===== config.mk =====
export PLATFORM = sky130hd
export DESIGN_NAME = barrel_shifter
export DESIGN_NICKNAME = d
export VERILOG_FILES = /design/src/rtl/barrel_shifter.sv
export SDC_FILE = /design/constraint.sdc
export NUM_CORES = 1
export LEC_CHECK = 0
export ABC_AREA = 1
export CORE_MARGIN = 5
export CORE_UTILIZATION = 53
export DETAILED_ROUTE_END_ITERATION = 8
export PLACE_DENSITY = 0.95
export SYNTH_ARGS = -nofsm -noshare
export SYNTH_HDL_FRONTEND = slang
export SYNTH_SLANG_ARGS = --single-unit

===== constraint.sdc =====
create_clock -name clk -period 1 [get_ports clk]
set_input_delay 0.1 -clock clk [delete_from_list [all_inputs] [get_ports clk]]
set_output_delay 0.1 -clock clk [all_outputs]
set_load 0.1 [all_outputs]

===== src/rtl/barrel_shifter.sv =====
// Single-cycle barrel shifter (LSL/LSR/ASR/ROL/ROR) built from log2(WIDTH) mux stages,
// with a registered result and a one-cycle valid pipeline.
module barrel_shifter #(
    parameter int WIDTH = 8
) (
    input  logic                     clk,
    input  logic                     rst_n,
    input  logic                     in_valid,
    input  logic [WIDTH-1:0]         data_in,
    input  logic [$clog2(WIDTH)-1:0] shift_amt,
    input  logic [2:0]               shift_type,
    output logic [WIDTH-1:0]         data_out,
    output logic                     out_valid
);

    localparam int AW = $clog2(WIDTH);

    localparam logic [2:0] OP_LSL = 3'b000;
    localparam logic [2:0] OP_LSR = 3'b001;
    localparam logic [2:0] OP_ASR = 3'b010;
    localparam logic [2:0] OP_ROL = 3'b011;
    localparam logic [2:0] OP_ROR = 3'b100;

    logic             left_s;
    logic             rotate_s;
    logic             fill_s;
    logic             bypass_s;
    logic [WIDTH-1:0] result_s;
    logic [WIDTH-1:0] data_d;
    logic [WIDTH-1:0] data_q;
    logic             valid_d;
    logic             valid_q;

    // Operation decode: direction, wrap-around, right-shift fill bit and reserved bypass.
    always_comb begin
        left_s   = 1'b0;
        rotate_s = 1'b0;
        fill_s   = 1'b0;
        bypass_s = 1'b0;
        case (shift_type)
            OP_LSL: left_s = 1'b1;
            OP_LSR: fill_s = 1'b0;
            OP_ASR: fill_s = data_in[WIDTH-1];
            OP_ROL: begin
                left_s   = 1'b1;
                rotate_s = 1'b1;
            end
            OP_ROR: rotate_s = 1'b1;
            default: bypass_s = 1'b1;
        endcase
    end

    // Stage k moves every bit by 2**k when shift_amt[k] is set; bits falling off one end
    // either wrap (rotate) or are replaced by the fill value.
    for (genvar k = 0; k < AW; k++) begin : g_stage
        localparam int D = 1 << k;
        logic [WIDTH-1:0] src_s;
        logic [WIDTH-1:0] res_s;

        if (k == 0) begin : g_first
            assign src_s = data_in;
        end else begin : g_chain
            assign src_s = g_stage[k-1].res_s;
        end

        for (genvar i = 0; i < WIDTH; i++) begin : g_bit
            logic lbit_s;
            logic rbit_s;

            if (i >= D) begin : g_lin
                assign lbit_s = src_s[i-D];
            end else begin : g_lwrap
                assign lbit_s = rotate_s & src_s[i-D+WIDTH];
            end

            if (i + D < WIDTH) begin : g_rin
                assign rbit_s = src_s[i+D];
            end else begin : g_rwrap
                assign rbit_s = rotate_s ? src_s[i+D-WIDTH] : fill_s;
            end

            assign res_s[i] = shift_amt[k] ? (left_s ? lbit_s : rbit_s) : src_s[i];
        end
    end

    // Final result select and next-state for the output registers.
    always_comb begin
        if (bypass_s) begin
            result_s = data_in;
        end else begin
            result_s = g_stage[AW-1].res_s;
        end

        if (in_valid) begin
            data_d = result_s;
        end else begin
            data_d = data_q;
        end
        valid_d = in_valid;
    end

    // Output registers; reset clears both result and valid immediately.
    always_ff @(posedge clk or negedge rst_n) begin
        if (!rst_n) begin
            data_q  <= {WIDTH{1'b0}};
            valid_q <= 1'b0;
        end else begin
            data_q  <= data_d;
            valid_q <= valid_d;
        end
    end

    assign data_out  = data_q;
    assign out_valid = valid_q;

endmodule


==> metrics.sh, run 1 <==
FP.DIEW_UM=54.8
POSTCTSRESIZEDCELLS=96
IO-PIN-COUNT=26
ROWS=16
OUTCOME='stopped before the end'
IO_BUFFERS=25
SYN_INST=186
YOSYSWARNINGS=0
STARTING_DENSITY_OF_THE_CORE_PCT=54.7
LAST-STAGE-REACHED='4_1_cts'
CTS.REPAIR_TIMING.SETUP_BUFFER_COUNT=11
SYN_AREA_UM2=1060
POST-SYNTH-TOP-AREA-CELL='sky130_fd_sc_hd__nand3_1'
SYNTH_SEQ_CELLS=9
MAX-CLOCK-PATH-BUFFERS=2
POST-PLACE-WS_NS=-0.963
ROUTABILITYCONGESTION=1.10
POSTSYNTHNETCOUNT=203
CTS_ROOT_BUF='sky130_fd_sc_hd__clkbuf_4'
SYNTH.YOSYS.SEQ_AREA_SHARE_PCT=21.2
YOSYS.CELL_TYPES.COUNT=18
STOP_ERROR='[ERROR DPL-0038] Utilization greater than 100%, impossible to legalize'
SYNTH_AREA_LEADERS='sky130_fd_sc_hd__nand3_1, sky130_fd_sc_hd__nand2_1, sky130_fd_sc_hd__dfrtp_1, sky130_fd_sc_hd__inv_1, sky130_fd_sc_hd__or2_2'
DIE_H_UM=54.8
HTREE_LEVELS=1
PLACED_CELLS=261
POST_CTS_HOLD_BUFFER_COUNT=0
SYNTH_AREA_PER_INST_UM2=5.71
POST-DP-HPWL_UM=3490
CTS.SINKS=9
NETLIST.AREA_LEADER.SHARE_PCT=25.4
CTS_BUFS_INSERTED=3
[stage by stage]
stage | hold WS (ns) | TNS [ns] | instance area (um^2)
after floorplan | -0.196 | -1.03 | 1090
after global placement | 0.406 | -6.18 | 1620
after detailed placement | 0.422 | -7.15 | 1620
[cell usage after synthesis (all sizes together)]
| library cell | instances |
|---|---|
| o21ai | 6 |
| buf | 3 |
| dfrtp | 9 |
| clkbuf | 1 |
| nand3 | 57 |
| nor2 | 9 |
| or2 | 8 |
| clkinv | 2 |
| nand2 | 75 |
| inv | 16 |
[cell families after synthesis]
kind of cell	after synthesis	share of synthesized area [%]
and+or+nand+nor	149	65.3
AOI/OAI and AO/OA	6	2.83
DFF	9	21.2
buffers and inverters	22	10.7
==> run 2, diff against run 1 <==
Settings changed: CORE_AREA from default to 5 5 66 68, CORE_MARGIN 5 to default, CORE_UTILIZATION 53 to default, DIE_AREA from default to 0 0 71 73, PLACE_DENSITY 0.95 to default, PLACE_DENSITY_LB_ADDON from default to 0.15.
==> run 2 against run 1 <==
Against the previous run: synthesized cell count unchanged; synthesized area unchanged; the flow now finishes, with violations (negative setup slack).
==> metrics.sh, run 2 <==
STARTING_DENSITY_OF_THE_CORE_PCT=28.0  # -27 points
TIMING.SETUP.TNS_NS=-1.25
AREA.SEQUENTIAL_UM2=235
TIMING.CRITICAL_PATH.DEPTH=14
YOSYS.CELL_COUNT.TOP_TYPE='sky130_fd_sc_hd__nand2_1'
ROWS=23  # +7
PWR_PER_CELL_AREA_nW_PER_UM2=1030
FILLERS=348
PATH_DELAY_FAMILY='simple AND/OR/NAND/NOR gates'
FINALCLOCKSKEW_NS=0
NUMBER_OF_NETS_IN_THE_LAYOUT=268
TIGHTEST_SLEW_NS=0.393
CTS.SINKS=9  # unchanged
FINALCRITICALPERIOD_NS=1.20
FINAL_LAYOUT_SIZE_SUFFIX_GT1_SHARE_PCT=58.8
CTS_ROOT_BUF='sky130_fd_sc_hd__clkbuf_8'
SYNTH.YOSYS.SEQ_AREA_SHARE_PCT=21.2  # unchanged
WL_CELL_UM=14.3
ROUTABILITYCONGESTION=0.900  # -18%
DIE_H_UM=73  # +33%
LARGEST_NET_DEGREE_AT_THE_START_OF_GLOBAL_ROUTING=13
ENDPOINT_ARRIVAL_TIME_ON_THE_CRITICAL_PATH_NS=1.37
YOSYSWARNINGS=0  # unchanged
TIMING.CRITICAL_PATH.SLOWEST_STAGE_CELL='sky130_fd_sc_hd__nor2_4'
FINALMAXSLEWVIOLATIONS=0
GR-TOTAL-OVERFLOW=0
TIMING.REG2REG.SETUP_SLACK_NS=0.34
RSZ_0062_RAISED_AFTER_GLOBAL_ROUTING='yes'
ROUTED_WIRELENGTH_UM=4280
YOSYS.CELL_TYPES.COUNT=18  # unchanged
MAX_FREQ_MHz=837
SYN_AREA_UM2=1060  # unchanged
CRITPATHMOSTFREQUENTCELL='sky130_fd_sc_hd__nand2_2'
POWER_LEAKAGE_nW=1.08
FIN_TOTAL_PWR_W=0.00226
PATH_CELLS='buf_12 > nor2_4 > nand2_8 > nand2_4 > nand2_2 > nand2_2 > nand2_2 > nand2_2 > nand3_2 > nand2_1 > nand2_1 > nand3_2 > nand3_2 > nand2_1'
POST_CTS_HOLD_BUFFER_COUNT=0  # unchanged
ANTENNA_DIODE_COUNT=0
SYN_TO_FINAL_GROWTH_PCT=106
MIN-DELAY-PATH-CLASS='input port to asynchronous set/reset pin'
COREAREA_UM2=3800
CRITICAL_PATH_REQUIRED_NS=1.17
MAX-VDD-IR-DROP_mV=0.371
MAX-CLOCK-PATH-BUFFERS=2  # unchanged
NETLIST.AREA_LEADER.SHARE_PCT=25.4  # unchanged
CTS_BUFS_INSERTED=3  # unchanged
LAYOUTNONFILLERINSTCOUNT=300
ROUTE.DETAILED.DRC=0
WORST_SKEW_PAIR.LATE_LATENCY_NS=0.23
CTS.REPORTEDPATHS.CLKPINSLEW_NS=0.04
RR_STARTPOINT='data_out[0]'
POST-SYNTH-TOP-AREA-CELL='sky130_fd_sc_hd__nand3_1'
FAILED_CHECKS='negative setup slack'
FP.DIEW_UM=71  # +30%
CRITPATHMAXSTAGEDELAY_NS=0.18
SETUP_VIOL_COUNT_FINAL=8
SYNTH_AREA_LEADERS='sky130_fd_sc_hd__nand3_1, sky130_fd_sc_hd__nand2_1, sky130_fd_sc_hd__dfrtp_1, sky130_fd_sc_hd__inv_1, sky130_fd_sc_hd__or2_2'
POST-DP-HPWL_UM=2880  # -17%
MAXCAPVIOLATIONS=0
GROUTE.USAGE.OVERALL_PCT=16.6
LAYOUT_COMMONEST_CELL='sky130_fd_sc_hd__nand2_1'
IO_BUFFERS=25  # unchanged
IO-PIN-COUNT=26  # unchanged
DRT_PRE_ANTENNA_ITERS=4
YS_TOP_CELLS_BY_COUNT='sky130_fd_sc_hd__nand2_1, sky130_fd_sc_hd__nand3_1, sky130_fd_sc_hd__inv_1'
SYNTH_AREA_PER_INST_UM2=5.71  # unchanged
CRIT_BUF_INV=1
RELSLEWSLACK_PCT=73.7
FLOORPLAN.DIE_AREA_UM2=5180
SYNTH_SEQ_CELLS=9  # unchanged
ANTENNA_LEFT=0
OUTCOME='finished, violations left'
SYNTHARSTFLOPSHARE_PCT=100  # unchanged
YS_DOMINANT_REG_CELL='sky130_fd_sc_hd__dfrtp_1'
CRITICAL_PATH_START_TYPE='input port'
REG2REG_DEPTH=2
TIMING.FINAL.HOLD_VIOLATIONS=0
PLACED_CELLS=288  # +10%
GRT_FIRST_PASS_WIRELENGTH_UM=6720
CRITICAL_PATH.MAX_FANOUT=8
TIMING.HOLD.WS_NS=0.157
GRT_ANTENNA_BEFORE_REPAIR=0
POSTLAYOUTSETUPSLACKWORST_NS=-0.195
FLIP_FLOP_COUNT_OF_THE_LARGEST_REGISTER_AFTER_LAYOUT=8
HTREE_LEVELS=1  # unchanged
CRITICAL_PATH.REG2REG.ENDPOINT='data_out[0]'
MOSTFREQUENTLAYOUTCELLS='sky130_fd_sc_hd__nand2_1, sky130_fd_sc_hd__nand3_2, sky130_fd_sc_hd__buf_4'
CRITICAL_PATH_CLASS='input port to flop'
FIRST_GLOBAL_VIAS=1461
CRITPATHCAPTURETYPE='flop'
DRTITER0DRC=65
SYN_INST=186  # unchanged
AREA_USED_BY_MULTI_INPUT_COMBINATIONAL_LOGIC_UM2=1110
LAYOUT_WORST_PATH_CYCLE_SHARE_PCT=120
ROUTED_VIA_DENSITY=5.11
NUMBER_OF_FLOPS_MAPPED_TO_ENABLE_CELLS_BY_YOSYS=0  # unchanged
POSTSYNTHNETCOUNT=203  # unchanged
CTS_TREE='yes'
DR_VIAS=1533
[run 2: cell counts after synthesis]
Identical to the previous run, type by type.
[run 2: logic make-up after synthesis]
group	Yosys count	share of synthesized area, %
flops	9	21.2
simple gates	149	65.3
compound gates	6	2.83
buf+inv	22	10.7
[run 2: repair_timing]
item | in CTS | in global routing
buffers inserted | 6 | 0
resized for setup | 90 | 35
gates cloned | 2 | 0
setup endpoints to repair | 8 | 8
pin swaps | 33 | 21
[run 2: worst reg2reg max path, cell delays in order, from the launching register on]
cell	delay [ns]
sky130_fd_sc_hd__dfrtp_2	0.42
sky130_fd_sc_hd__nand2_1	0.08
sky130_fd_sc_hd__nand2_1	0.05
[run 2: how the worst max path moves through the flow]
stage             startpoint           to  slack (ns)
3_3_place_gp   shift_type[1]  data_out[7]       -0.88
3_5_place_dp   shift_type[1]  data_out[7]       -0.91
6_report       shift_type[1]  data_out[1]       -0.20
4_1_cts        shift_type[0]  data_out[5]       -0.14
2_1_floorplan  shift_type[1]  data_out[4]       -0.14
5_1_grt        shift_type[1]  data_out[1]       -0.32
[run 2: layer usage]
metal / GRT usage [%] / wire length [um] / vias up / part of all wire (%)
li1: - / - / 735 / -
met1: 18.3 / 1630 / 702 / 38
met2: 29.4 / 2120 / 73 / 50
met3: 2.62 / 240 / 23 / 5.6
met4: 11.5 / 277 / 0 / 6.5
met5: 0 / 0 / - / 0
[run 2: cell type report]
| class | instances | share of cell area, % |
|---|---|---|
| multi-input combinational | 157 | 50.7 |
| timing repair buffer | 62 | 30.3 |
| sequential | 9 | 10.7 |
| inverter | 18 | 3.37 |
| tap | 50 | 2.86 |
| clock buffer | 4 | 2.06 |
[run 2: through the flow]
step                      area, um^2  util [%]  setup WS, ns
after global routing            2190      57.7        -0.321
after detailed placement        1690      44.5        -0.908
after floorplan                 1090         -        -0.138
final                           2190      57.7        -0.195
after global placement          1690      44.5        -0.883
after CTS                       2030      53.5        -0.144
[run 2: report_power, final]
part	switching (W)	internal (W)
clock	0.000143	0.000278
combinational	0.000826	0.000541
sequential	0.0000490	0.000421
No activity file was read; power rests on OpenSTA's default activity.
==> run 3, diff against run 2 <==
Clock period 1 ns to 1.2 ns, I/O delays scaled along.
==> run 3 against run 2 <==
Against the previous run: the flow still finishes with violations (negative setup slack); sequential cell count stayed put; global-route usage is 0.43 points higher; via count is 0.13% lower; final cell count is 1.3% higher; power is 18% lower; register-to-register slack better by 0.21 ns; largest cell class unchanged; largest power group unchanged.
==> metrics.sh, run 3 (synthesis results as in run 2) <==
POST-PLACE-WS_NS=-0.743  # +0.165 ns
DRT-MET1-WL_UM=1730  # +5.8%
POWER.INTERNAL_W=0.00102  # -18%
MIN-DELAY-PATH-CLASS='input port to asynchronous set/reset pin'
PATH_CELLS='buf_12 > nor2_4 > nand2_8 > buf_6 > nand3_4 > nand3_4 > nand3_2 > nand3_2 > nand2_2 > nand2_1 > nand2_1 > nand2_1 > nand2_1 > nand2_1'
LAYOUT_WORST_PATH_CYCLE_SHARE_PCT=104
GROUTE.USAGE.OVERALL_PCT=17.1  # +0.43 points
PWR_PER_CELL_AREA_nW_PER_UM2=861  # -16%
DR_VIAS=1531  # -0.13%
TIMING.REG2REG.SETUP_SLACK_NS=0.55  # +0.21 ns
TIMING.CRITICAL_PATH.SLOWEST_STAGE_CELL='sky130_fd_sc_hd__nor2_4'
COREAREA_UM2=3800  # unchanged
PATH_DELAY_FAMILY='simple AND/OR/NAND/NOR gates'
RR_STARTPOINT='data_out[1]'
DRTITER0DRC=49  # -25%
TIMING.SETUP.TNS_NS=-0.0911  # +1.16 ns
POST-DP-HPWL_UM=3010  # +4.5%
FP.DIEW_UM=71  # unchanged
CLOCK_GROUP_SHARE_OF_TOTAL_POWER_PCT=18.7  # about the same
AREA_USED_BY_MULTI_INPUT_COMBINATIONAL_LOGIC_UM2=1070  # -3.4%
IO-PIN-COUNT=26  # unchanged
RSZ_0062_RAISED_AFTER_GLOBAL_ROUTING='yes'
FINALCRITICALPERIOD_NS=1.25
ROUTED_VIA_DENSITY=5.04  # -1.4%
REG2REG_DEPTH=2  # unchanged
RELSLEWSLACK_PCT=74.3  # +0.56 points
FIRST_GLOBAL_VIAS=1525  # +4.4%
MAX-VDD-IR-DROP_mV=0.349  # -6.0%
SETUP.WORST_PATH.START='shift_type[1]'
ROUTABILITYCONGESTION=0.949  # +5.5%
CTS.REPORTEDPATHS.CLKPINSLEW_NS=0.04  # about the same
TIGHTEST_SLEW_NS=0.384  # -0.00836 ns
ROUTED_WIRELENGTH_UM=4450  # +4.0%
CRITICAL_PATH.MAX_FANOUT=6  # -2
HTREE_LEVELS=1  # unchanged
DRT_PRE_ANTENNA_ITERS=4  # unchanged
ROWS=23  # unchanged
FILLERS=340  # -2.3%
POSTLAYOUTSETUPSLACKWORST_NS=-0.0523  # +0.143 ns
MAX_FREQ_MHz=799
CRITICAL_PATH.ENDPOINT='data_out[6]'
WORST_SKEW_PAIR.LATE_LATENCY_NS=0.23  # about the same
TIMING.CRITICAL_PATH.DEPTH=14  # unchanged
CRITPATHMOSTFREQUENTCELL='sky130_fd_sc_hd__nand2_1'
CRIT_BUF_INV=2  # +1
POWER_LEAKAGE_nW=1.08  # about the same
ENDPOINT_ARRIVAL_TIME_ON_THE_CRITICAL_PATH_NS=1.38  # about the same
SETUP_VIOL_COUNT_FINAL=5  # -3
POST_CTS_HOLD_BUFFER_COUNT=0  # unchanged
FINALCLOCKSKEW_NS=0  # unchanged
MET3_LENGTH_UM=210  # -13%
TIMING.HOLD.WS_NS=0.176  # +0.0186 ns
CORE_UTILIZATION_OF_THE_FINISHED_LAYOUT_PCT=56.9  # -0.82 points
GRT_ANTENNA_BEFORE_REPAIR=0  # unchanged
GR-TOTAL-OVERFLOW=0  # unchanged
CTS_TREE='yes'
LARGEST_NET_DEGREE_AT_THE_START_OF_GLOBAL_ROUTING=11  # -2
AREA.SEQUENTIAL_UM2=225  # -4.3%
CRITPATHCAPTURETYPE='flop'
SWITCHING_SHARE_OF_POWER_PCT=45.2  # +0.17 points
FINAL_LAYOUT_SIZE_SUFFIX_GT1_SHARE_PCT=51.6  # -7.2 points
P_SW_W=0.000841  # -17%
POWER.SHARE.COMBINATIONAL_PCT=60.6  # about the same
SEQPWRFRAC_PCT=20.7  # about the same
FINALMAXSLEWVIOLATIONS=0  # unchanged
IO_BUFFERS=25  # unchanged
MOSTFREQUENTLAYOUTCELLS='sky130_fd_sc_hd__nand2_1, sky130_fd_sc_hd__buf_4, sky130_fd_sc_hd__nand3_2'
ROUTE.DETAILED.DRC=0  # unchanged
CRITICAL_PATH_CLASS='input port to flop'
WL_CELL_UM=14.6  # +2.6%
MAXCAPVIOLATIONS=0  # unchanged
CRITICAL_PATH.REG2REG.ENDPOINT='data_out[1]'
HIGHEST-SIGNAL-LAYER='met4'
GRT_FIRST_PASS_WIRELENGTH_UM=6970  # +3.7%
LAYOUT_COMMONEST_CELL='sky130_fd_sc_hd__nand2_1'
MAX-CLOCK-PATH-BUFFERS=2  # unchanged
OUTCOME='finished, violations left'
ANTENNA_DIODE_COUNT=0  # unchanged
NUMBER_OF_NETS_IN_THE_LAYOUT=272  # +1.5%
CRITPATHMAXSTAGEDELAY_NS=0.17  # about the same
FAILED_CHECKS='negative setup slack'
CTS_BUFS_INSERTED=3  # unchanged
FLOORPLAN.DIE_AREA_UM2=5180  # unchanged
FLIP_FLOP_COUNT_OF_THE_LARGEST_REGISTER_AFTER_LAYOUT=8  # unchanged
DR_WL_MET2_UM=2200  # +3.8%
DIE_H_UM=73  # unchanged
STARTING_DENSITY_OF_THE_CORE_PCT=28.0  # unchanged
ANTENNA_LEFT=0  # unchanged
CTS.SINKS=9  # unchanged
TIMING.FINAL.HOLD_VIOLATIONS=0  # unchanged
CTS_ROOT_BUF='sky130_fd_sc_hd__clkbuf_8'
SYN_TO_FINAL_GROWTH_PCT=103
CRITICAL_PATH_START_TYPE='input port'
CRITICAL_PATH_REQUIRED_NS=1.32  # +0.15 ns
run 3: cell count changes in the layout (fill, tap and decap cells not counted), moves of 2 or more:
cell | before | now
sky130_fd_sc_hd__buf_4 | 29 | 36
sky130_fd_sc_hd__dfrtp_2 | 8 | 0
sky130_fd_sc_hd__nor2_1 | 2 | 4
sky130_fd_sc_hd__nand2_4 | 4 | 1
sky130_fd_sc_hd__buf_6 | 8 | 6
sky130_fd_sc_hd__dfrtp_1 | 1 | 9
sky130_fd_sc_hd__nand2_1 | 53 | 60
sky130_fd_sc_hd__nand2_2 | 17 | 13
sky130_fd_sc_hd__nand3_2 | 33 | 31
run 3: power by group through the flow:
stage	Clock (W)	Sequential, W	Combinational [W]
after detailed placement	0	0.000391	0.000943
after global placement	0	0.000388	0.000946
after CTS	0.000360	0.000387	0.00104
after floorplan	0	0.000649	0.000285
after global routing	0.000383	0.000389	0.00119
final	0.000347	0.000385	0.00113
run 3: area by class of cell:
type / instances / share of cell area, %
Clock buffer: 4 / 2.09
Inverter: 18 / 3.53
Multi-Input combinational cell: 157 / 49.7
Sequential cell: 9 / 10.4
Tap cell: 50 / 2.90
Timing Repair Buffer: 66 / 31.4
run 3: metrics by stage:
stage          power, W  area (um^2)  std cells
6_report        0.00186         2160        304
5_1_grt         0.00196         2160        304
4_1_cts         0.00178         1980        297
3_5_place_dp    0.00133         1660        288
3_3_place_gp    0.00133         1660        288
2_1_floorplan  0.000935         1070        186
run 3: worst reg2reg max path, stage by stage (launching register included):
cell and delay [ns]:
sky130_fd_sc_hd__dfrtp_1 0.41, sky130_fd_sc_hd__nand2_1 0.09, sky130_fd_sc_hd__nand2_1 0.05
run 3: timing repair:
action / CTS / global route
pin swaps: 33 / 22
endpoints found under the setup margin: 8 / 8
resized for setup: 81 / 30
cloned: 2 / 0
buffers inserted: 3 / 7
run 3: worst min path at each step:
stage | from | end | slack, ns | depth (start not counted)
CTS | rst_n | data_out[5] | 0.19 | 1
detailed placement | rst_n | data_out[5] | 0.44 | 1
finish | rst_n | data_out[1] | 0.18 | 1
floorplan | rst_n | data_out[0] | -0.18 | 0
global placement | rst_n | data_out[3] | 0.44 | 1
global route | rst_n | data_out[5] | 0.22 | 1
run 3: layer usage:
| layer | global-route usage [%] | vias to the layer above |
|---|---|---|
| li1 | - | 745 |
| met1 | 18.3 | 694 |
| met2 | 30.4 | 63 |
| met3 | 2.89 | 29 |
| met4 | 12.1 | 0 |
| met5 | 0 | - |
==> run 4, diff against run 3 <==
Settings changed: SLEW_MARGIN from default to 0.
==> results of run 4 <==
Same layout as run 3: the final DEF is identical, and so are final timing and power.
